File: config.mk
export PLATFORM = sky130hd
export DESIGN_NAME = thread_wait_scheduler
export DESIGN_NICKNAME = d
export VERILOG_FILES = /design/src/rtl/thread_wait_pkg.sv /design/src/rtl/rr_arbiter.sv /design/src/rtl/thread_wait_scheduler.sv
export SDC_FILE = /design/constraint.sdc
export NUM_CORES = 1
export LEC_CHECK = 0
export ABC_AREA = 1
export CAP_MARGIN = 20
export CORE_MARGIN = 2
export CORE_UTILIZATION = 45
export CTS_BUF_LIST = sky130_fd_sc_hd__clkbuf_8 sky130_fd_sc_hd__clkbuf_16
export DETAILED_ROUTE_END_ITERATION = 10
export GPL_ROUTABILITY_DRIVEN = 0
export PLACE_DENSITY = 0.8
export SYNTH_ARGS = -nofsm -noshare
export SYNTH_HDL_FRONTEND = slang
export SYNTH_HIERARCHICAL = 1
export SYNTH_SLANG_ARGS = --single-unit
File: constraint.sdc
create_clock -name clk -period 5.9 [get_ports clk]
set_input_delay 1.18 -clock clk [delete_from_list [all_inputs] [get_ports clk]]
set_output_delay 1.18 -clock clk [all_outputs]
set_load 0.01 [all_outputs]
File: src/rtl/thread_wait_pkg.sv
// Shared types and default sizing for the thread wait scheduler.
package thread_wait_pkg;

  typedef enum logic [1:0] {
    IDLE     = 2'd0,
    COUNTING = 2'd1,
    PENDING  = 2'd2
  } thread_state_e;

  localparam int unsigned DEF_NUM_THREADS = 4;
  localparam int unsigned DEF_CNT_W       = 32;
  localparam int unsigned DEF_STATE_W     = 32;

endpackage

File: src/rtl/rr_arbiter.sv
// Combinational round-robin arbiter: grants the first request at or after ptr_i,
// wrapping to the lowest index. The pointer register lives in the parent.
module rr_arbiter #(
  parameter  int unsigned NUM_THREADS = 4,
  localparam int unsigned ID_W        = $clog2(NUM_THREADS)
) (
  input  logic [NUM_THREADS-1:0] req_i,
  input  logic [ID_W-1:0]        ptr_i,
  output logic [NUM_THREADS-1:0] grant_o,
  output logic                   any_o
);

  logic found;

  // First pass searches from the pointer upward, second pass wraps to index 0.
  always_comb begin
    grant_o = '0;
    found   = 1'b0;
    for (int i = 0; i < int'(NUM_THREADS); i++) begin
      if (!found && req_i[i] && (ID_W'(i) >= ptr_i)) begin
        grant_o[i] = 1'b1;
        found      = 1'b1;
      end
    end
    for (int i = 0; i < int'(NUM_THREADS); i++) begin
      if (!found && req_i[i]) begin
        grant_o[i] = 1'b1;
        found      = 1'b1;
      end
    end
  end

  assign any_o = |req_i;

endmodule

File: src/rtl/thread_wait_scheduler.sv
// Central wait(n) sequencer: per-thread countdown slots with a shared,
// round-robin-arbitrated resume channel.
module thread_wait_scheduler
  import thread_wait_pkg::*;
#(
  parameter  int unsigned NUM_THREADS = DEF_NUM_THREADS,
  parameter  int unsigned CNT_W       = DEF_CNT_W,
  parameter  int unsigned STATE_W     = DEF_STATE_W,
  localparam int unsigned ID_W        = $clog2(NUM_THREADS)
) (
  input  logic                           clk,
  input  logic                           reset,
  input  logic [NUM_THREADS-1:0]         req_valid,
  output logic [NUM_THREADS-1:0]         req_ready,
  input  logic [NUM_THREADS*CNT_W-1:0]   req_count,
  input  logic [NUM_THREADS*STATE_W-1:0] req_state,
  output logic [NUM_THREADS-1:0]         busy,
  output logic                           resume_valid,
  output logic [ID_W-1:0]                resume_id,
  output logic [STATE_W-1:0]             resume_state,
  input  logic                           resume_ready
);

  logic [NUM_THREADS-1:0]         pending;
  logic [NUM_THREADS-1:0]         grant;
  logic                           any_pend;
  logic                           handshake;
  logic [NUM_THREADS*STATE_W-1:0] st_flat;
  logic [ID_W-1:0]                grant_id;
  logic [ID_W-1:0]                arb_ptr;
  logic [ID_W-1:0]                rr_ptr_q, rr_ptr_d;
  logic [ID_W-1:0]                hold_id_q;
  logic                           hold_q;

  assign handshake = any_pend & resume_ready;

  for (genvar i = 0; i < int'(NUM_THREADS); i++) begin : g_slot
    thread_state_e        state_q, state_d;
    logic [CNT_W-1:0]     cnt_q, cnt_d;
    logic [STATE_W-1:0]   st_q, st_d;
    logic [CNT_W-1:0]     req_cnt;

    assign req_cnt = req_count[i*CNT_W +: CNT_W];

    // Slot next-state: accept when idle, count down to 1, release on handshake.
    always_comb begin
      state_d = state_q;
      cnt_d   = cnt_q;
      st_d    = st_q;
      case (state_q)
        IDLE: begin
          if (req_valid[i]) begin
            state_d = COUNTING;
            cnt_d   = (req_cnt == '0) ? CNT_W'(1) : req_cnt;
            st_d    = req_state[i*STATE_W +: STATE_W];
          end
        end
        COUNTING: begin
          if (cnt_q == CNT_W'(1)) state_d = PENDING;
          else                    cnt_d   = cnt_q - CNT_W'(1);
        end
        PENDING: begin
          if (grant[i] && resume_ready) state_d = IDLE;
        end
        default: state_d = IDLE;
      endcase
    end

    // Slot registers.
    always_ff @(posedge clk or negedge reset) begin
      if (!reset) begin
        state_q <= IDLE;
        cnt_q   <= '0;
        st_q    <= '0;
      end else begin
        state_q <= state_d;
        cnt_q   <= cnt_d;
        st_q    <= st_d;
      end
    end

    assign pending[i]                        = (state_q == PENDING);
    assign req_ready[i]                      = (state_q == IDLE);
    assign busy[i]                           = (state_q != IDLE);
    assign st_flat[i*STATE_W +: STATE_W]     = st_q;
  end

  // A stalled grant pins the arbiter so id/state cannot move under backpressure.
  assign arb_ptr = hold_q ? hold_id_q : rr_ptr_q;

  rr_arbiter #(.NUM_THREADS(NUM_THREADS)) u_arb (
    .req_i   (pending),
    .ptr_i   (arb_ptr),
    .grant_o (grant),
    .any_o   (any_pend)
  );

  // One-hot grant to index and resume-state mux; both zero when nothing is granted.
  always_comb begin
    grant_id     = '0;
    resume_state = '0;
    for (int i = 0; i < int'(NUM_THREADS); i++) begin
      if (grant[i]) begin
        grant_id     = grant_id | ID_W'(i);
        resume_state = resume_state | st_flat[i*STATE_W +: STATE_W];
      end
    end
  end

  assign resume_valid = any_pend;
  assign resume_id    = grant_id;
  assign rr_ptr_d     = (grant_id == ID_W'(NUM_THREADS - 1)) ? '0 : grant_id + ID_W'(1);

  // RR pointer advances past the winner on handshake; hold tracks a stalled grant.
  always_ff @(posedge clk or negedge reset) begin
    if (!reset) begin
      rr_ptr_q  <= '0;
      hold_q    <= 1'b0;
      hold_id_q <= '0;
    end else begin
      if (handshake) rr_ptr_q <= rr_ptr_d;
      hold_q    <= any_pend & ~resume_ready;
      hold_id_q <= grant_id;
    end
  end

endmodule

==> run metrics <==
outcome=finished clean; H-tree depth=2; Synth cell types=32; Site Rows=70; Worst-Skew Late Latency=0.53 ns; share of cells above drive strength 1=10.81%; die height=197.7 microns; Ys Warns=6; met2 wire length=25.31 mm; io pins=about 310; critical path class=flip-flop to primary output; setup tns final=0 ns; DR DRC count=0; largest cells by area after synthesis=dfrtp_1 (40%), nand2_1 (17%), mux2_2 (8.5%), nand3_1 (8.1%), nor2_1 (7.9%); PostCTS Resize Cnt=0; GRT Resource Usage Total=27.67%; TritonCTS clock tree=built; Clock Skews=0.01653 ns; Clk pwr share=between 20% and 30%; hold bufs inserted after CTS=0; Top Metal Used=met5; postcts setup bufs=0; worst setup path end=resume_id[0]; vias in the first global route=16,960; vias=17,111; reg-to-reg endpoint=g_slot[0].cnt_q[29]; Tmin final=4.743 ns; Flop pwr share=about two fifths; r2r setup slk=3.26 ns; Max-cap violations=0; largest net degree at the start of global routing=127; Metal-1 WL=21.68 mm; met3 WL=4.517 mm; RSZ-0062 raised after global routing=no; maximum vdd drop=about 0.23 mV; sequential fraction of the synthesis area=39.87%; full die area=between 30,000 and 40,000 sq um; area growth from synthesis to layout=26.49%; WL final=54.25 mm; Comb pwr share=33.9%; first-pass GRT wire length=86.19 mm; switching pwr=0.003236 W; Critical Path Sink Type=primary output; Syn Nets=2,645; slew margin rel.=28.43%; register bit total from synthesis=269; Iteration-0 DRC Markers=1,262; Leak Pwr=9.837 nW; Layout Nets=2,910; Post-Syn Area=~17,000 sq um; crit path launch type=flip-flop; Hold Fails Final Rpt=0; CTS max path bufs=3; Final setup viols=0; RR Startpoint=g_slot[0].cnt_q[14]; Min-Delay Path Class=flip-flop to flip-flop; worst-path fanout max=18; Post-Syn Instances=2,374; commonest non-fill, non-tap cell in the layout=nand2_1; PortBufs=305; DR WL/cell=17.31 microns; CP Data Arrival Time=3.56 ns; async set-or-reset flop fraction in the synthesized netlist=100.0%; GRT overflow=0; Most used DFF post-synth=dfrtp_1; Syn Area/Cell=7.112 sq um; fin crit share=80.38%; beginning of the critical path=hold_q; Slew @ Worst Pin=1.071 ns; antenna viol nets, final=0; Starting Density=45.90%; Worst-path clk slew=about 0.06 ns; CTS Buf Count=34; clk root buf=clkbuf_16; Die X=197.7 microns; PD cells=386.2 nW/um^2; Synth area leader=dfrtp_1; antenna violations before repair=5; fmax=210.9 MHz; vias per cell=5.460; internal power=0.005011 W; 1st-pass router iterations=6; Clock Sinks=269; CP Data Required Time=about 4.7 ns; reg2reg path depth=9; most frequent cells in the layout=nand2_1 (750), nor2_1 (353), clkdlybuf4s50_1 (304); core region area=36,790 sq um; post-synth top area share=approximately two fifths; total power=0.008247 W; Detail Placement HPWL=around 39 mm; number of flops mapped to enable cells by yosys=0; Slew Viols, Final=0; switching share of total power=39.24%
[worst max-delay path: stages (launching register included)]
cell	delay, ns
dfrtp_1	0.39
o21ai_0	0.30
nand2_1	0.11
nand2_2	0.13
nand4_1	0.11
nand2_1	0.72
buf_4	0.42
nor2_1	0.09
inv_1	0.13
clkdlybuf4s50_1	0.62
[area by class of cell]
class | count | area, sq um
antenna | 1 | 2.502
clock buffer | 43 | 974.7
clock inverter | 19 | 162.7
fill | 3302 | 15430
inverter | 206 | 773.2
multi-input combinational | 1809 | 8930
sequential | 269 | 6731
tap | 468 | 585.6
timing repair buffer | 319 | 3196
[Yosys cell counts, types with 16 or more instances]
cell,instances
inv_1,202
buf_2,24
dfrtp_1,269
nand3_1,274
nor2_1,356
or2_2,28
nand4_1,66
o21ai_2,16
mux2_2,128
o21ai_0,94
nand2_1,754
clkbuf_1,43
[state kept, by name, summed over array words and instances, names as in the netlist]
signal	flops
g_slot.state_q	8
hold_id_q	2
rr_ptr_q	2
hold_q	1
g_slot.st_q	128
g_slot.cnt_q	128
[per-stage QoR]
step	hold slack (ns)	cells	setup WS (ns)	utilization, %	area, sq um
2_1_floorplan	0.4530	2374	3.036	-	16880
3_3_place_gp	0.4828	3070	1.762	54.88	20190
3_5_place_dp	0.4935	3071	1.722	54.96	20220
4_1_cts	0.5055	3133	1.134	58.05	21350
5_1_grt	0.5192	3134	0.9830	58.05	21360
6_report	0.5053	3134	1.158	58.05	21360
[how the worst min path moves through the flow]
stage | cells after the start | slack [ns] | to | from
6_report | 1 | 0.51 | g_slot[1].st_q[16] | g_slot[1].st_q[16]
5_1_grt | 1 | 0.52 | g_slot[3].st_q[30] | g_slot[3].st_q[30]
4_1_cts | 1 | 0.51 | g_slot[2].st_q[20] | g_slot[2].st_q[20]
3_5_place_dp | 1 | 0.49 | g_slot[2].st_q[20] | g_slot[2].st_q[20]
3_3_place_gp | 2 | 0.48 | rr_ptr_q[0] | rr_ptr_q[0]
2_1_floorplan | 2 | 0.45 | rr_ptr_q[0] | rr_ptr_q[0]
[kinds of logic (layout without fill, tap and decap cells)]
kind of cell | count (synthesis) | in the layout | synth area share (%)
other | 0 | 1 | 0
adder cells (fa/ha/maj) | 8 | 8 | 0.5929
AND/OR/NAND/NOR | 1521 | 1521 | 38.05
AO/OA/AOI/OAI | 126 | 126 | 4.135
XOR/XNOR | 26 | 26 | 1.349
buffers and inverters | 296 | 587 | 7.470
flip-flops | 269 | 269 | 39.87
multiplexers | 128 | 128 | 8.537
[power groups by stage]
stage	logic (W)	registers, W	clock network (W)
floorplan	0.00212	0.00307	0
global placement	0.00265	0.00330	0
detailed placement	0.00276	0.00332	0
CTS	0.00278	0.00331	0.00215
global route	0.00320	0.00343	0.00223
finish	0.00279	0.00334	0.00212
[layer usage]
layer  global-route usage (%)  up-vias
met3                    5.927      170
met2                    45.45      788
li1                         -     8139
met1                    34.50     8008
met4                    13.92        6
met5                        0        -
Note: power is estimated with default switching activity, not from simulation.
